$ cat config.mk
export PLATFORM = sky130hd
export DESIGN_NAME = ps2_scan_ctl_flat
export DESIGN_NICKNAME = d
export VERILOG_FILES = /design/src/rtl/ps2_scan_ctl_if.sv /design/src/rtl/ps2_scan_ctl.sv /design/src/flat_wrapper.sv
export SDC_FILE = /design/constraint.sdc
export NUM_CORES = 1
export LEC_CHECK = 0
export CAP_MARGIN = 20
export CORE_ASPECT_RATIO = 1.5
export CORE_MARGIN = 2
export CORE_UTILIZATION = 45
export DETAILED_ROUTE_END_ITERATION = 8
export PLACE_DENSITY = 0.62
export SYNTH_ARGS = -nofsm -noshare
export SYNTH_HDL_FRONTEND = slang
export SYNTH_SLANG_ARGS = --single-unit
$ cat constraint.sdc
create_clock -name clk -period 4.15 [get_ports clk]
set_input_delay 0.83 -clock clk [delete_from_list [all_inputs] [get_ports clk]]
set_output_delay 0.83 -clock clk [all_outputs]
set_load 0.05 [all_outputs]
$ cat src/rtl/ps2_scan_ctl_if.sv
// Signal bundle between the PS/2 byte receiver / host side and the scan-code controller.
// The controller attaches through the slave modport; the environment drives through master.
interface ps2_scan_ctl_if;
    logic [7:0] rx_code;
    logic       rx_parity;
    logic       rx_rdy;
    logic       rx_error;
    logic       rx_busy;
    logic       rx_reset;
    logic       key_valid;
    logic [7:0] key_code;
    logic       key_ext;
    logic       key_rel;
    logic       key_ack;
    logic       overflow;
    logic       ovf_clr;
    logic [7:0] perr_cnt;
    logic       idle;

    modport master (
        output rx_code, rx_parity, rx_rdy, rx_error, rx_busy, key_ack, ovf_clr,
        input  rx_reset, key_valid, key_code, key_ext, key_rel, overflow, perr_cnt, idle
    );

    modport slave (
        input  rx_code, rx_parity, rx_rdy, rx_error, rx_busy, key_ack, ovf_clr,
        output rx_reset, key_valid, key_code, key_ext, key_rel, overflow, perr_cnt, idle
    );
endinterface

$ cat src/rtl/ps2_scan_ctl.sv
// PS/2 set-2 scan-code controller: parity check, E0/F0 prefix decode, show-ahead event
// FIFO for the host, and a timed receiver-reset sequence after framing or parity errors.
module ps2_scan_ctl #(
    parameter int DEPTH      = 8,
    parameter int AW         = 3,
    parameter int RST_CYCLES = 16
) (
    input  logic           clk,
    input  logic           rst,
    ps2_scan_ctl_if.slave  bus
);
    typedef enum logic [2:0] {S_IDLE, S_EXT, S_REL, S_EXTREL, S_RECOVER} state_e;

    localparam logic [7:0] RCNT_LAST = 8'(RST_CYCLES - 1);
    localparam logic [AW:0] DEPTH_C  = (AW+1)'(DEPTH);
    localparam logic [AW:0] CNT_ONE  = (AW+1)'(1);

    state_e        state_q, state_d;
    logic [7:0]    rcnt_q, rcnt_d;
    logic          parity_ok;
    logic          push;
    logic          perr_inc;
    logic [9:0]    push_entry;

    // Event entry layout: {ext, rel, code}
    logic [9:0]    mem [DEPTH];
    logic [AW-1:0] wr_ptr_q, rd_ptr_q;
    logic [AW:0]   count_q;
    logic [9:0]    head_q, head_d;
    logic          full, pop, accept;
    logic          ovf_q;
    logic          rx_reset_q;
    logic [7:0]    perr_q;

    assign parity_ok = ^{bus.rx_code, bus.rx_parity};

    always_comb begin
        state_d    = state_q;
        rcnt_d     = '0;
        push       = 1'b0;
        perr_inc   = 1'b0;
        push_entry = {(state_q == S_EXT) || (state_q == S_EXTREL),
                      (state_q == S_REL) || (state_q == S_EXTREL),
                      bus.rx_code};
        case (state_q)
            S_RECOVER: begin
                rcnt_d = rcnt_q + 8'd1;
                if (rcnt_q == RCNT_LAST) state_d = S_IDLE;
            end
            default: begin
                if (bus.rx_error) begin
                    state_d = S_RECOVER;
                end else if (bus.rx_rdy) begin
                    if (!parity_ok) begin
                        perr_inc = 1'b1;
                        state_d  = S_RECOVER;
                    end else if (bus.rx_code == 8'hE0) begin
                        // A repeated or late E0 never clears a pending release prefix
                        if (state_q == S_IDLE) state_d = S_EXT;
                    end else if (bus.rx_code == 8'hF0) begin
                        if (state_q == S_IDLE)     state_d = S_REL;
                        else if (state_q == S_EXT) state_d = S_EXTREL;
                    end else begin
                        push    = 1'b1;
                        state_d = S_IDLE;
                    end
                end
            end
        endcase
    end

    assign full   = (count_q == DEPTH_C);
    assign pop    = bus.key_ack && (count_q != '0);
    assign accept = push && (!full || pop);

    // Head register tracks the next entry so the outputs hold their last value once empty
    always_comb begin
        head_d = head_q;
        if (pop && (count_q > CNT_ONE))
            head_d = mem[rd_ptr_q + AW'(1)];
        else if (accept && ((count_q == '0) || pop))
            head_d = push_entry;
    end

    always_ff @(posedge clk or posedge rst) begin
        if (rst) begin
            state_q    <= S_IDLE;
            rcnt_q     <= '0;
            wr_ptr_q   <= '0;
            rd_ptr_q   <= '0;
            count_q    <= '0;
            head_q     <= '0;
            ovf_q      <= 1'b0;
            rx_reset_q <= 1'b0;
            perr_q     <= '0;
        end else begin
            state_q    <= state_d;
            rcnt_q     <= rcnt_d;
            rx_reset_q <= (state_d == S_RECOVER);
            head_q     <= head_d;
            count_q    <= count_q + (AW+1)'(accept) - (AW+1)'(pop);
            if (accept) wr_ptr_q <= wr_ptr_q + AW'(1);
            if (pop)    rd_ptr_q <= rd_ptr_q + AW'(1);
            if (push && full && !pop) ovf_q <= 1'b1;
            else if (bus.ovf_clr)     ovf_q <= 1'b0;
            if (perr_inc && (perr_q != 8'hFF)) perr_q <= perr_q + 8'd1;
        end
    end

    always_ff @(posedge clk) begin
        if (accept) mem[wr_ptr_q] <= push_entry;
    end

    assign bus.rx_reset  = rx_reset_q;
    assign bus.key_valid = (count_q != '0);
    assign bus.key_ext   = head_q[9];
    assign bus.key_rel   = head_q[8];
    assign bus.key_code  = head_q[7:0];
    assign bus.overflow  = ovf_q;
    assign bus.perr_cnt  = perr_q;
    assign bus.idle      = (state_q == S_IDLE) && !bus.rx_busy;
endmodule

$ cat src/flat_wrapper.sv
// flat-port wrapper written by rule: the top's interface ports become plain ports
module ps2_scan_ctl_flat 
#(
    parameter int DEPTH      = 8,
    parameter int AW         = 3,
    parameter int RST_CYCLES = 16
)
  (clk, rst, bus_rx_code, bus_rx_parity, bus_rx_rdy, bus_rx_error, bus_rx_busy, bus_key_ack, bus_ovf_clr, bus_rx_reset, bus_key_valid, bus_key_code, bus_key_ext, bus_key_rel, bus_overflow, bus_perr_cnt, bus_idle);
  ps2_scan_ctl_if bus_i ();
  input  logic clk;
  input  logic rst;
  input wire logic [$bits(bus_i.rx_code)-1:0] bus_rx_code;
  input wire logic [$bits(bus_i.rx_parity)-1:0] bus_rx_parity;
  input wire logic [$bits(bus_i.rx_rdy)-1:0] bus_rx_rdy;
  input wire logic [$bits(bus_i.rx_error)-1:0] bus_rx_error;
  input wire logic [$bits(bus_i.rx_busy)-1:0] bus_rx_busy;
  input wire logic [$bits(bus_i.key_ack)-1:0] bus_key_ack;
  input wire logic [$bits(bus_i.ovf_clr)-1:0] bus_ovf_clr;
  output wire logic [$bits(bus_i.rx_reset)-1:0] bus_rx_reset;
  output wire logic [$bits(bus_i.key_valid)-1:0] bus_key_valid;
  output wire logic [$bits(bus_i.key_code)-1:0] bus_key_code;
  output wire logic [$bits(bus_i.key_ext)-1:0] bus_key_ext;
  output wire logic [$bits(bus_i.key_rel)-1:0] bus_key_rel;
  output wire logic [$bits(bus_i.overflow)-1:0] bus_overflow;
  output wire logic [$bits(bus_i.perr_cnt)-1:0] bus_perr_cnt;
  output wire logic [$bits(bus_i.idle)-1:0] bus_idle;
  assign bus_i.rx_code = bus_rx_code;
  assign bus_i.rx_parity = bus_rx_parity;
  assign bus_i.rx_rdy = bus_rx_rdy;
  assign bus_i.rx_error = bus_rx_error;
  assign bus_i.rx_busy = bus_rx_busy;
  assign bus_i.key_ack = bus_key_ack;
  assign bus_i.ovf_clr = bus_ovf_clr;
  assign bus_rx_reset = bus_i.rx_reset;
  assign bus_key_valid = bus_i.key_valid;
  assign bus_key_code = bus_i.key_code;
  assign bus_key_ext = bus_i.key_ext;
  assign bus_key_rel = bus_i.key_rel;
  assign bus_overflow = bus_i.overflow;
  assign bus_perr_cnt = bus_i.perr_cnt;
  assign bus_idle = bus_i.idle;
  ps2_scan_ctl #(.DEPTH(DEPTH), .AW(AW), .RST_CYCLES(RST_CYCLES)) u_core (.clk(clk), .rst(rst), .bus(bus_i));
endmodule
==> results of run 1 <==
==> metal layers <==
| layer | vias to the layer above | routed length (µm) | GRT usage, % |
|---|---|---|---|
| met2 | 78 | 6109 | 33.90 |
| met5 | - | 0 | 0 |
| met1 | 1636 | 4510 | 22.92 |
| met3 | 11 | 436 | 5.580 |
| met4 | 0 | 180 | 7.843 |
| li1 | 1568 | - | - |
==> state kept, by name (all words and copies together), names as in the netlist <==
name and count:
u_core.bus.perr_cnt 8, u_core.count_q 4, u_core.rd_ptr_q 3, u_core.bus.rx_reset 1, u_core.head_q 10, u_core.wr_ptr_q 3
u_core.rcnt_q 8, u_core.bus.overflow 1, u_core.state_q 3, u_core.mem 80
==> final cells by class <==
cell class / count / area (µm²) / share of cell area (%)
sequential: 121 / 3428 / 51.96
multi-input combinational: 234 / 1822 / 27.61
timing repair buffer: 54 / 498.0 / 7.548
clock buffer: 23 / 467.9 / 7.093
tap: 150 / 187.7 / 2.845
clock inverter: 9 / 145.1 / 2.200
inverter: 13 / 48.80 / 0.7396
==> power groups by stage <==
stage / combinational, mW / clock [mW] / sequential [mW]
5_1_grt: 1.89 / 1.60 / 1.58
3_3_place_gp: 1.73 / 0 / 1.58
4_1_cts: 1.76 / 1.54 / 1.56
3_5_place_dp: 1.75 / 0 / 1.58
2_1_floorplan: 1.11 / 0 / 1.75
6_report: 1.73 / 1.52 / 1.56
==> placed cells by master (no fill, tap or decap), types with 15 or more instances in the layout <==
| cell | Yosys | final |
|---|---|---|
| edfxtp_1 | 80 | 80 |
| mux2i_1 | 41 | 41 |
| dfrtp_1 | 41 | 41 |
| clkdlybuf4s50_1 | 0 | 37 |
| nand2_1 | 19 | 19 |
| nor2_1 | 17 | 17 |
| clkbuf_16 | 0 | 17 |
| buf_4 | 2 | 17 |
| xnor2_1 | 15 | 15 |
| and3_1 | 15 | 15 |
==> kinds of logic after synthesis <==
kind of cell	after synthesis	synth area share [%]
AND/OR/NAND/NOR	107	11.33
XOR/XNOR	27	5.177
adder cells (fa/ha/maj)	12	2.938
AO/OA/AOI/OAI	44	6.110
buffers and inverters	30	2.262
flip-flops	121	63.90
multiplexers	44	8.279
==> cell usage after synthesis, types with 3 or more instances <==
cell / n
clkbuf_1: 12
mux2_2: 3
xnor2_1: 15
nand4_1: 6
and2_1: 4
ha_1: 11
mux2i_1: 41
edfxtp_1: 80
dfrtp_1: 41
nor3_1: 11
nand2_1: 19
nand3_1: 14
inv_1: 13
xor2_1: 9
a21oi_1: 14
a22oi_1: 10
a311o_1: 9
and3_1: 15
nor2_1: 17
==> stage by stage <==
stage / util [%] / instance area (µm²) / hold WS [ns] / setup slack, ns
after global placement: 51.63 / 5984 / 0.4484 / 0.4299
after floorplan: - / 5365 / 0.4243 / 0.7856
after CTS: 56.92 / 6598 / 0.4647 / 0.8238
after detailed placement: 51.63 / 5984 / 0.4579 / 0.4013
after global routing: 56.92 / 6598 / 0.4934 / 0.6808
final: 56.92 / 6598 / 0.4603 / 0.8401
==> path summary, 6_finish.rpt <==
check	cells after the start	slack, ns	end
min reg2reg	1	0.46	u_core.rcnt_q[0]$_DFF_PP0_
max	7	0.84	u_core.mem[4][8]$_DFFE_PP_
max in group asynchronous	3	2.92	u_core.head_q[1]$_DFFE_PP0P_
min	1	0.46	u_core.rcnt_q[0]$_DFF_PP0_
max reg2reg	5	1.48	u_core.mem[7][8]$_DFFE_PP_
min in group asynchronous	3	0.85	u_core.rcnt_q[0]$_DFF_PP0_
==> out/qor.yml, run 1 <==
fin_skew_ns: 0.007861
wire_per_inst_um: 18.60
final_layout_size_suffix_gt1_share_pct: 13.22
cts_buffers: 17
hp-class: "reg -> reg"
p_leak_nw: 2.644
clkLatencyLatePin_ns: 0.41
fin_crit_ns: 3.310
synth_top_area_cell: "edfxtp_1"
syn_to_final_growth_pct: 22.97
maxCapViolations: 0
yosys_most_used_dff: "edfxtp_1"
rr_startpoint: "u_core.state_q[2]$_DFF_PP0_"
slew_headroom_pct: 45.52
path_class: "in -> reg"
syn_area_per_cell_um2: 13.94
hold_path_startpoint: "u_core.rcnt_q[0]$_DFF_PP0_"
fp.dieArea_um2: 12830
cts.clk_slew.worst_paths_ns: 0.05
tns_ns: 0
postSynthCellCount: 385
grt_pass1_wl_um: 18390
port_buffers: 37
finalNetCount: 469
critPathMaxFanout: 19
clockBufferDepth: 2
ys_ff_latch: 121
finalCritPeriodShare_pct: 79.76
num_rows: 48
grt-ovfl-total: 0
cts_hold_buf: 0
finalPower_mw: 4.813
slowest_delay_ns: 0.74
vias: 3293
final_cells: 604
rsz0062_at_grt: "no"
grt_use_total_pct: 19.58
cts_tree: "yes"
p_per_area_nw_per_um2: 729.5
yosys_warnings: 0
peakVddDrop_v: 0.0003430
worstSetupStartpointType: "input port"
critical-path-top-delay-family: "buffers and inverters"
grt_max_degree: 42
drtIter0Drc: 202
syn-cell-area_um2: 5365
gp_congestion: 0.7890
synth.top_cell.area_share_pct: 44.78
clock_sinks: 121
root_buffer: "clkbuf_16"
dp_cells: 572
worst-endpoint-required_ns: 4.26
status: "finished clean"
cp_num_buf_inv: 2
seqPwrFrac_pct: 32.4
antenna_found_initial: 0
switching_share_pct: 34.01
crit_path_start: "bus_rx_code[5]"
cp-end-kind: "register"
drtAntennaViolNets: 0
synth_edf_count: 80
finalHoldViolCount: 0
final_max_slew_viol_count: 0
io_pins: 38
ys_types: 51
setup_viol: 0
ctsResizeCount: 0
syn_nets: 413
htree_num_levels: 4
p_sw_mw: 1.637
die_y_um: 137.7
pwr-share-comb_pct: 36.0
crit_chain: "clkdlybuf4s50_1 -> xnor2_1 -> xnor3_2 -> xnor2_4 -> or4_4 -> nor3b_2 -> buf_4"
drt-pass1-iter-count: 4
yosys-top-cells-area: "edfxtp_1 (45%), dfrtp_1 (19%), mux2i_1 (7.6%)"
drc: 0
diodes: 0
power.internal_mw: 3.176
post-cts-setup-buffers: 0
crit_arrival_ns: 3.42
grt_pass1_vias: 3451
via_per_inst: 5.452
synth-seq-area-share_pct: 63.90
tightestPinTransition_ns: 0.8143
fmax_mhz: 302.1
hpwl_um: 7882
drt-total-wl_um: 11240
die_x_um: 93.16
async_flop_share_pct: 33.88
start_util_pct: 46.29
p_clk_share_pct: 31.6
design.core.area_um2: 11590
fill_cells: 955
cpMaxStageDelayCell: "clkdlybuf4s50_1"
Note: power is estimated with default switching activity, not from simulation.
==> inputs of run 2 (changes only) <==
- PLACE_DENSITY: 0.62 -> 0.64
- clock period: 4.15 -> 2.8 ns (I/O delays scaled with it)
==> run 2 against run 1 <==
Compared with the run above: routed wire length grew 6.5%; worst hold slack worse by 0.011 ns; utilization grew 3.0 points; critical path depth increased by 1; count of clock-buffer cells in the layout fell by 5; register-to-register slack got worse by 1.3 ns; critical path type unchanged.
==> out/qor.yml, run 2 (synthesized netlist as in run 1, its figures left out) <==
setup_viol: 0  # unchanged
syn_to_final_growth_pct: 29.38  # was 22.97%
cts_tree: "yes"  # unchanged
hp-class: "reg -> reg"  # unchanged
fp.dieArea_um2: 12830  # unchanged
final_common_cell: "edfxtp_1"  # unchanged
final_layout_size_suffix_gt1_share_pct: 20.70  # was 13.22%
top_usage_layer: "met2"  # unchanged
final_util_pct: 59.89  # was 56.92%
num_rows: 48  # unchanged
port_buffers: 37  # unchanged
groute.layer.met1.usage_pct: 22.57  # was 22.92%
maxCapViolations: 0  # unchanged
design.core.area_um2: 11590  # unchanged
peakVddDrop_v: 0.0007225  # was 0.0003430 V
worstSetupStartpointType: "input port"  # unchanged
use_met3_pct: 4.595  # was 5.580%
slowest_delay_ns: 0.54  # was 0.74 ns
wire_per_inst_um: 18.90  # was 18.60 µm
fin_skew_ns: 0.01512  # was 0.007861 ns
reg.largest.list: "u_core.mem (80), u_core.head_q (10)"  # unchanged
preCtsSetupSlack_ns: -0.4662  # was 0.4013 ns
start_util_pct: 46.29  # unchanged
whs_ns: 0.4489  # was 0.4603 ns
rsz0062_at_grt: "yes"  # was no
critical-path-top-delay-family: "XOR/XNOR gates"  # was buffers and inverters
htree_num_levels: 4  # unchanged
path_class: "in -> reg"  # unchanged
clkLatencyLatePin_ns: 0.42  # was 0.41 ns
die_y_um: 137.7  # unchanged
setup_ws_ns: 0.05359  # was 0.8401 ns
p_per_area_nw_per_um2: 1069  # was 729.5 nW/µm²
grt_use_total_pct: 20.10  # was 19.58%
cp-end-kind: "register"  # unchanged
final_max_slew_viol_count: 0  # unchanged
fin_crit_ns: 2.746
drt-pass1-iter-count: 4  # unchanged
multi_input_area_um2: 1871  # was 1822 µm²
drtAntennaViolNets: 0  # unchanged
cpMaxStageDelayCell: "clkdlybuf4s50_1"  # unchanged
use_met2_pct: 35.06  # was 33.90%
mostFrequentLayoutCells: "edfxtp_1 (80), mux2i_1 (41), dfrtp_1 (41)"  # unchanged
largest-register: "u_core.mem"  # unchanged
seq_area_um2: 3428  # unchanged
root_buffer: "clkbuf_16"  # unchanged
final_cells: 633  # was 604
vias: 3450  # was 3293
post-cts-setup-buffers: 0  # unchanged
diodes: 0  # unchanged
clock_sinks: 121  # unchanged
crit_arrival_ns: 3.03  # was 3.42 ns
finalPower_mw: 7.422  # was 4.813 mW
drtIter0Drc: 234  # was 202
cp_num_buf_inv: 2  # unchanged
clockBufferDepth: 2  # unchanged
gp_congestion: 0.7964  # was 0.7890
io_pins: 38  # unchanged
fmax_mhz: 364.1
slew_headroom_pct: 60.86  # was 45.52%
stdcell_area_um2: 6942  # was 6598 µm²
crit_chain: "clkdlybuf4s50_1 -> xor2_2 -> xnor3_2 -> xnor2_4 -> buf_4 -> nor3_4 -> ha_1 -> fa_1"  # was clkdlybuf4s50_1 -> xnor2_1 -> xnor3_2 -> xnor2_4 -> or4_4 -> nor3b_2 -> buf_4
placed_area_um2: 6270  # was 5984 µm²
grt_pass1_vias: 3541  # was 3451
finalCritPeriodShare_pct: 98.09
drt-total-wl_um: 11960  # was 11240 µm
cts.clk_slew.worst_paths_ns: 0.05  # about the same
p_leak_nw: 2.838  # was 2.644 nW
grt_pass1_wl_um: 18550  # was 18390 µm
cts_buffers: 17  # unchanged
status: "finished clean"  # unchanged
via_per_inst: 5.450  # was 5.452
dp_cells: 601  # was 572
grt_max_degree: 42  # unchanged
finalNetCount: 498  # was 469
largest_register_ffs: 80  # unchanged
worst-endpoint-required_ns: 3.09  # was 4.26 ns
grt-ovfl-total: 0  # unchanged
antenna_found_initial: 0  # unchanged
hpwl_um: 8260  # was 7882 µm
die_x_um: 93.16  # unchanged
critPathMaxFanout: 6  # was 19
cts_hold_buf: 0  # unchanged
tns_ns: 0  # unchanged
tightestPinTransition_ns: 0.5859  # was 0.8143 ns
finalHoldViolCount: 0  # unchanged
fill_cells: 904  # was 955
drc: 0  # unchanged
[run 2: repair_timing]
item,4_1_cts,5_1_grt
setup endpoints to repair,21,21
pin swaps,1,5
resized for setup,2,7
cloned,0,0
[run 2: area by class of cell]
cell class / count / area share (%)
clock buffer: 18 / 6.182
multi-input combinational: 234 / 26.95
tap: 150 / 2.704
sequential: 121 / 49.39
clock inverter: 14 / 2.938
timing repair buffer: 83 / 11.14
inverter: 13 / 0.7030
[run 2: routing by layer]
| metal | wire length [µm] | up-vias | part of all wire [%] |
|---|---|---|---|
| li1 | - | 1625 | - |
| met1 | 4720 | 1717 | 39 |
| met2 | 6488 | 81 | 54 |
| met3 | 418 | 27 | 3.5 |
| met4 | 336 | 0 | 2.8 |
| met5 | 0 | - | 0 |
[run 2: worst paths after layout]
check                                             from                     endpoint  cells past startpoint  slack, ns
max                                     bus_rx_code[3]  u_core.count_q[1]$_DFF_PP0_                      8       0.05
min                         u_core.rcnt_q[0]$_DFF_PP0_   u_core.rcnt_q[0]$_DFF_PP0_                      1       0.45
max reg2reg                u_core.count_q[2]$_DFF_PP0_  u_core.count_q[2]$_DFF_PP0_                     10       0.21
min reg2reg                 u_core.rcnt_q[0]$_DFF_PP0_   u_core.rcnt_q[0]$_DFF_PP0_                      1       0.45
max in group asynchronous                          rst  u_core.state_q[1]$_DFF_PP0_                      3       1.83
min in group asynchronous                          rst  u_core.count_q[3]$_DFF_PP0_                      3       0.61
[run 2: where the power goes]
part           total (mW)  internal (mW)  switching [mW]  leakage (nW)
sequential           2.31           2.12           0.187          1.27
clock                2.31           1.57           0.746         0.312
combinational        2.80           1.18            1.61          1.26
